[config.mk]
export PLATFORM = sky130hd
export DESIGN_NAME = alu_op_sequencer
export DESIGN_NICKNAME = d
export VERILOG_FILES = /design/src/rtl/alu_op_sequencer_pkg.sv /design/src/rtl/alu_op_sequencer_seq_timeout_cnt.sv /design/src/rtl/alu_op_sequencer.sv
export SDC_FILE = /design/constraint.sdc
export NUM_CORES = 1
export LEC_CHECK = 0
export ABC_AREA = 1
export CAP_MARGIN = 30
export CORE_MARGIN = 2
export CORE_UTILIZATION = 40
export DETAILED_ROUTE_END_ITERATION = 10
export MAX_ROUTING_LAYER = met4
export PLACE_DENSITY = 0.75
export SLEW_MARGIN = 20
export SYNTH_ARGS = -nofsm -noshare
export SYNTH_HDL_FRONTEND = slang
export SYNTH_SLANG_ARGS = --single-unit
[constraint.sdc]
create_clock -name clk_i -period 1.5 [get_ports clk_i]
set_clock_uncertainty 0.15 [all_clocks]
set_input_delay 0.45 -clock clk_i [delete_from_list [all_inputs] [get_ports clk_i]]
set_output_delay 0.45 -clock clk_i [all_outputs]
set_load 0.005 [all_outputs]
[src/rtl/alu_op_sequencer_pkg.sv]
// Shared types and default geometry for the ALU operation sequencer.
// State encoding is shared so the bench and any future debug taps decode it identically.
package alu_op_sequencer_pkg;

    typedef enum logic [2:0] {
        ST_IDLE    = 3'd0,
        ST_WR_A    = 3'd1,
        ST_WR_B    = 3'd2,
        ST_FIRE    = 3'd3,
        ST_WAIT    = 3'd4,
        ST_PUSH_LO = 3'd5,
        ST_PUSH_HI = 3'd6
    } seq_state_e;

    localparam int unsigned DATA_W_DEF      = 8;
    localparam int unsigned ADDR_W_DEF      = 4;
    localparam int unsigned FUN_W_DEF       = 4;
    localparam int unsigned TIMEOUT_CYC_DEF = 16;
    localparam int unsigned OPA_ADDR_DEF    = 0;
    localparam int unsigned OPB_ADDR_DEF    = 1;

endpackage

[src/rtl/alu_op_sequencer_seq_timeout_cnt.sv]
// Saturating WAIT-state cycle counter; tc_o is high while the count sits at TIMEOUT_CYC-1.
// Clear has priority over enable so the count restarts cleanly on every WAIT entry.
module seq_timeout_cnt #(
    parameter int unsigned TIMEOUT_CYC = 16
) (
    input  logic clk_i,
    input  logic rst_ni,
    input  logic clr_i,
    input  logic en_i,
    output logic tc_o
);

    localparam int unsigned     CW   = (TIMEOUT_CYC > 2) ? $clog2(TIMEOUT_CYC) : 1;
    localparam logic [CW-1:0]   LAST = CW'(TIMEOUT_CYC - 1);

    logic [CW-1:0] cnt_q, cnt_d;

    always_comb begin
        cnt_d = cnt_q;
        if (clr_i) begin
            cnt_d = '0;
        end else if (en_i && (cnt_q != LAST)) begin
            cnt_d = cnt_q + 1'b1;
        end
    end

    always_ff @(posedge clk_i or negedge rst_ni) begin
        if (!rst_ni) begin
            cnt_q <= '0;
        end else begin
            cnt_q <= cnt_d;
        end
    end

    assign tc_o = (cnt_q == LAST);

endmodule

[src/rtl/alu_op_sequencer.sv]
// One ALU operation per request: optional operand writes, fire, wait (with timeout), push 2 result bytes LSB first.
// Every output is decoded from registered state except w_inc_o, which follows f_full_i combinationally.
module alu_op_sequencer
    import alu_op_sequencer_pkg::*;
#(
    parameter int unsigned DATA_W      = DATA_W_DEF,
    parameter int unsigned ADDR_W      = ADDR_W_DEF,
    parameter int unsigned FUN_W       = FUN_W_DEF,
    parameter int unsigned TIMEOUT_CYC = TIMEOUT_CYC_DEF,
    parameter int unsigned OPA_ADDR    = OPA_ADDR_DEF,
    parameter int unsigned OPB_ADDR    = OPB_ADDR_DEF
) (
    input  logic                  clk_i,
    input  logic                  rst_ni,
    input  logic                  req_valid_i,
    output logic                  req_ready_o,
    input  logic                  req_with_ops_i,
    input  logic [DATA_W-1:0]     req_op_a_i,
    input  logic [DATA_W-1:0]     req_op_b_i,
    input  logic [FUN_W-1:0]      req_fun_i,
    output logic                  wr_en_o,
    output logic [ADDR_W-1:0]     address_o,
    output logic [DATA_W-1:0]     wr_d_o,
    output logic                  clk_g_en_o,
    output logic                  alu_en_o,
    output logic [FUN_W-1:0]      alu_fun_o,
    input  logic [2*DATA_W-1:0]   alu_out_i,
    input  logic                  alu_out_valid_i,
    output logic                  w_inc_o,
    output logic [DATA_W-1:0]     wr_data_o,
    input  logic                  f_full_i,
    output logic                  busy_o,
    output logic                  timeout_err_o
);

    localparam logic [ADDR_W-1:0] A_ADDR = ADDR_W'(OPA_ADDR);
    localparam logic [ADDR_W-1:0] B_ADDR = ADDR_W'(OPB_ADDR);

    seq_state_e            state_q, state_d;
    logic [DATA_W-1:0]     op_a_q, op_a_d;
    logic [DATA_W-1:0]     op_b_q, op_b_d;
    logic [FUN_W-1:0]      fun_q, fun_d;
    logic [2*DATA_W-1:0]   res_q, res_d;
    logic                  timeout_err_q, timeout_err_d;
    logic                  cnt_clr, cnt_en, cnt_tc;
    logic                  push_ok;

    // FIRE always precedes WAIT, so clearing there gives a zero count on WAIT entry.
    assign cnt_clr = (state_q == ST_FIRE);
    assign cnt_en  = (state_q == ST_WAIT);

    seq_timeout_cnt #(
        .TIMEOUT_CYC (TIMEOUT_CYC)
    ) u_timeout_cnt (
        .clk_i  (clk_i),
        .rst_ni (rst_ni),
        .clr_i  (cnt_clr),
        .en_i   (cnt_en),
        .tc_o   (cnt_tc)
    );

    assign push_ok = ((state_q == ST_PUSH_LO) || (state_q == ST_PUSH_HI)) && !f_full_i;

    always_comb begin
        state_d       = state_q;
        op_a_d        = op_a_q;
        op_b_d        = op_b_q;
        fun_d         = fun_q;
        res_d         = res_q;
        timeout_err_d = 1'b0;
        case (state_q)
            ST_IDLE: begin
                if (req_valid_i) begin
                    op_a_d  = req_op_a_i;
                    op_b_d  = req_op_b_i;
                    fun_d   = req_fun_i;
                    state_d = req_with_ops_i ? ST_WR_A : ST_FIRE;
                end
            end
            ST_WR_A: state_d = ST_WR_B;
            ST_WR_B: state_d = ST_FIRE;
            ST_FIRE: state_d = ST_WAIT;
            ST_WAIT: begin
                // A result arriving on the expiry cycle still completes the operation.
                if (alu_out_valid_i) begin
                    res_d   = alu_out_i;
                    state_d = ST_PUSH_LO;
                end else if (cnt_tc) begin
                    timeout_err_d = 1'b1;
                    state_d       = ST_IDLE;
                end
            end
            ST_PUSH_LO: if (push_ok) state_d = ST_PUSH_HI;
            ST_PUSH_HI: if (push_ok) state_d = ST_IDLE;
            default:    state_d = ST_IDLE;
        endcase
    end

    always_ff @(posedge clk_i or negedge rst_ni) begin
        if (!rst_ni) begin
            state_q       <= ST_IDLE;
            op_a_q        <= '0;
            op_b_q        <= '0;
            fun_q         <= '0;
            res_q         <= '0;
            timeout_err_q <= 1'b0;
        end else begin
            state_q       <= state_d;
            op_a_q        <= op_a_d;
            op_b_q        <= op_b_d;
            fun_q         <= fun_d;
            res_q         <= res_d;
            timeout_err_q <= timeout_err_d;
        end
    end

    always_comb begin
        wr_en_o   = 1'b0;
        address_o = '0;
        wr_d_o    = '0;
        wr_data_o = res_q[DATA_W-1:0];
        case (state_q)
            ST_WR_A: begin
                wr_en_o   = 1'b1;
                address_o = A_ADDR;
                wr_d_o    = op_a_q;
            end
            ST_WR_B: begin
                wr_en_o   = 1'b1;
                address_o = B_ADDR;
                wr_d_o    = op_b_q;
            end
            ST_PUSH_HI: wr_data_o = res_q[2*DATA_W-1:DATA_W];
            default: ;
        endcase
    end

    assign req_ready_o   = (state_q == ST_IDLE);
    assign busy_o        = (state_q != ST_IDLE);
    assign clk_g_en_o    = (state_q == ST_FIRE) || (state_q == ST_WAIT);
    assign alu_en_o      = (state_q == ST_FIRE);
    assign alu_fun_o     = fun_q;
    assign w_inc_o       = push_ok;
    assign timeout_err_o = timeout_err_q;

endmodule
==> impl_summary.log <==
[metrics] run status: finished with violations
[metrics] failing checks: setup timing
[metrics] Largest stage delay, worst path: 0.44 ns
[metrics] worst endpoint required time: 0.90 ns
[metrics] row count: 26
[metrics] setup repair after global routing missed its margin: yes
[metrics] worst min-delay path startpoint: alu_fun_o[1]
[metrics] GR Layer Usage met2: 38.6%
[metrics] Non-Filler Cell Area, Final: 3730 µm²
[metrics] worst-case reg-to-reg path depth: 9
[metrics] die outline height: 77.1 µm
[metrics] GR Util All Layers: 22.6%
[metrics] VDD IR-drop max: 1.03 mV
[metrics] Top cell by count, worst path: sky130_fd_sc_hd__buf_6
[metrics] share of the yosys chip area belonging to registers: 51.5%
[metrics] total count of max-transition violations in the final report: 0
[metrics] Final Hold Viols: 0
[metrics] biggest area consumer among synthesized cells: sky130_fd_sc_hd__dfrtp_1
[metrics] post-DR wirelength/cell: 14.6 µm
[metrics] total power density per cell area: 1860 nW/µm²
[metrics] post-synthesis cell count: 266
[metrics] main combinational cell family by area after synthesis: simple AND/OR/NAND/NOR gates
[metrics] proportion of netlist area held by the largest area contributor: 51.5%
[metrics] Worst path slowest cell: sky130_fd_sc_hd__dfrtp_2
[metrics] maximum number of pins on one net before global-route repair: 45
[metrics] count of vias placed by the detailed router: 2291
[metrics] Placer Congestion: 0.851
[metrics] Final Power: 0.00696 W
[metrics] TritonCTS clock tree: yes
[metrics] Hold Path Cell Cnt: 2
[metrics] fill cell instance count of the final layout: 397
[metrics] cell at the root of the clock tree: sky130_fd_sc_hd__clkbuf_8
[metrics] FF+latch area: 1100 µm²
[metrics] Worst Path Arrival: 1.42 ns
[metrics] endpoint of the lowest-slack register-to-register path: res_q[9]
[metrics] number of enable flip-flop cells after synthesis: 0
[metrics] max-slew headroom at the worst pin: 58.4%
[metrics] sink count of the clock tree: 44
[metrics] CTS Buffer Depth: 2
[metrics] most common library cells after synthesis: 81 x sky130_fd_sc_hd__nand2_1, 44 x sky130_fd_sc_hd__dfrtp_1, 32 x sky130_fd_sc_hd__o21ai_0
[metrics] static power due to leakage: 1.83 nW
[metrics] core occupancy in the finished layout: 72.6%
[metrics] xor/xnor share of the synthesized area: 0%
[metrics] synth warn: 0
[metrics] port buffer count: 69
[metrics] die width: 77.1 µm
[metrics] most frequent cell after synthesis: sky130_fd_sc_hd__nand2_1
[metrics] type of the setup path with the least slack: flip-flop to output pin
[metrics] Worst Path Max Fanout: 8
[metrics] CP endpoint kind: output pin
[metrics] Antenna Violating Nets Remaining: 0
[metrics] count of boundary I/O pins: 73
[metrics] launching point of the worst reg2reg path: state_q[0]
[metrics] pre-CTS setup slack: -0.666 ns
[metrics] internal reg-to-reg setup slack: -0.26 ns
[metrics] area share of fa/ha/maj cells after synthesis: 0.585%
[metrics] share of cell area taken by muxes after synthesis: 0%
[metrics] path class of the lowest-slack min-delay path: flip-flop to flip-flop
[metrics] largest cells by area after synthesis: sky130_fd_sc_hd__dfrtp_1 51%, sky130_fd_sc_hd__nand2_1 14%, sky130_fd_sc_hd__o21ai_0 7.5%, sky130_fd_sc_hd__nand3_1 5.4%, sky130_fd_sc_hd__inv_1 3.9%
[metrics] final net count: 432
[metrics] Worst-path clk slew: 0.09 ns
[metrics] global route overflow: 0
[metrics] first-pass iteration count of the detailed router: 4
[metrics] worst hold path endpoint: alu_fun_o[1]
[metrics] number of vias per cell: 4.98
[metrics] post-synthesis share of cell area spent on and, or, nand and nor gates: 28.0%
[metrics] Antenna Diode Count: 0
[metrics] area of the mapped netlist: 2140 µm²
[metrics] number of global-route vias before repair: 2244
[metrics] ratio of cells with drive above 1 in the final layout: 46.9%
[metrics] crit share post-route: 135%
[metrics] met3 Resource Use GR: 5.29%
[metrics] flops & latches, synth: 44
[metrics] first-pass GRT wire length: 10300 µm
[metrics] initial antenna violation count: 0
[metrics] number of violations reported at the end of detailed-routing iteration 0: 152
[metrics] upper clock frequency limit: 0.495 GHz
[metrics] total CTS buffers: 5
[metrics] final setup vio count: 65
[metrics] hold_ws: 0.338 ns
[metrics] multi-input logic area: 1210 µm²
[metrics] area growth from synthesis to layout: 74.5%
[metrics] actual transition at the worst max-transition pin: 0.623 ns
[metrics] GRT Max-Usage Layer: met2
[metrics] Placed Instance Area: 3100 µm²
[metrics] area of the die: 5950 µm²
[metrics] post-synthesis async set-or-reset flop share: 100%
[metrics] initial cell density of the core: 41.6%
[metrics] max-capacitance violation count: 0
[metrics] remaining routing DRC violations: 0
[metrics] Core Area: 5140 µm²
[metrics] Tmin final: 2.02 ns
[metrics] Synth Area in Compound Gates: 10.6%
[metrics] final setup margin: -0.520 ns
[metrics] Synth cell types: 23
[metrics] worst skew pair latency: 0.30 ns
[metrics] primary flip-flop cell chosen by synthesis mapping: sky130_fd_sc_hd__dfrtp_1
[metrics] sum of routed wire length over all layers: 6740 µm
[metrics] startpoint type of the worst setup path: flip-flop
[metrics] average size of a mapped cell: 8.04 µm²
[metrics] Detail Placement HPWL: 3840 µm
[metrics] CP Cell Sequence: buf_6 > buf_6 > nand3_4 > nand2_2 > o21ai_2 > buf_2
[metrics] met1 Track Usage GR: 27.2%
[metrics] count of H-tree levels built during CTS: 2
state kept, by name, summed over array words and instances (netlist names):
| register | flops |
|---|---|
| op_b_q | 8 |
| res_q | 16 |
| u_timeout_cnt.cnt_q | 4 |
| state_q | 3 |
| timeout_err_o | 1 |
| alu_fun_o | 4 |
| op_a_q | 8 |
stage by stage:
step | setup TNS, ns | cells
2_1_floorplan | -0.414 | 268
3_3_place_gp | -19.75 | 421
3_5_place_dp | -20.70 | 421
4_1_cts | -20.48 | 454
5_1_grt | -22.70 | 460
6_report | -18.00 | 460
logic make-up (layout without fill, tap and decap cells):
logic type                 after synthesis  in the layout
AOI/OAI and AO/OA                       45             45
and+or+nand+nor                        135            139
buffers and inverters                   40            158
other                                    1              3
DFF                                     44             44
adders and majority gates                1              1
metal layers:
layer / vias up / share of wire (%)
met3: 13 / 4.4
met1: 1108 / 41
met4: 0 / 1.7
li1: 1102 / -
met2: 68 / 52
met5: - / 0
report_power, final:
part | internal, W | total, W | leakage, nW | switching (W)
logic | 0.00204 | 0.00418 | 1.25 | 0.00214
clock network | 0.000326 | 0.000726 | 0.0412 | 0.000400
registers | 0.00172 | 0.00205 | 0.534 | 0.000333
worst max path at each step:
stage | depth (start not counted) | from | slack [ns] | endpoint
floorplan | 5 | state_q[0] | -0.03 | w_inc_o
global placement | 3 | f_full_i | -0.67 | w_inc_o
detailed placement | 3 | f_full_i | -0.67 | w_inc_o
CTS | 6 | state_q[0] | -0.50 | wr_data_o[5]
global route | 6 | state_q[2] | -0.58 | wr_data_o[7]
finish | 6 | state_q[2] | -0.52 | wr_data_o[7]
what timing repair did:
item	in CTS	in global routing
pin swaps	12	20
gates resized for setup	168	75
endpoints found under the hold margin	44	0
setup buffers	18	6
hold buffers	1	0
setup endpoints to repair	67	71
gates cloned	6	2
critical path: cells and delay by family (launching register included):
family	cells	cell delay [ns]
AOI/OAI and AO/OA	1	0.07
buffers and inverters	3	0.37
DFF	1	0.44
and+or+nand+nor	2	0.24
layout by cell type, fill, tap and decap left out, types with 8 or more instances in the layout:
cell type and instances:
sky130_fd_sc_hd__nand2_1 42, sky130_fd_sc_hd__dfrtp_1 41, sky130_fd_sc_hd__clkdlybuf4s50_1 39, sky130_fd_sc_hd__nand2_2 35, sky130_fd_sc_hd__buf_4 28, sky130_fd_sc_hd__buf_6 23
sky130_fd_sc_hd__buf_2 21, sky130_fd_sc_hd__inv_1 20, sky130_fd_sc_hd__nand3_1 20, sky130_fd_sc_hd__o21ai_1 15, sky130_fd_sc_hd__o21ai_2 14, sky130_fd_sc_hd__nor2_4 8
sky130_fd_sc_hd__nor2_2 8
area by class of cell:
class | count | area share (%)
timing repair buffer | 123 | 29.8
clock inverter | 2 | 0.335
timing repair inverter | 1 | 0.201
multi-input combinational | 188 | 32.5
tap | 70 | 2.35
sequential | 44 | 29.6
inverter | 26 | 3.29
clock buffer | 6 | 1.94
Power figures use the tool's default switching activity.
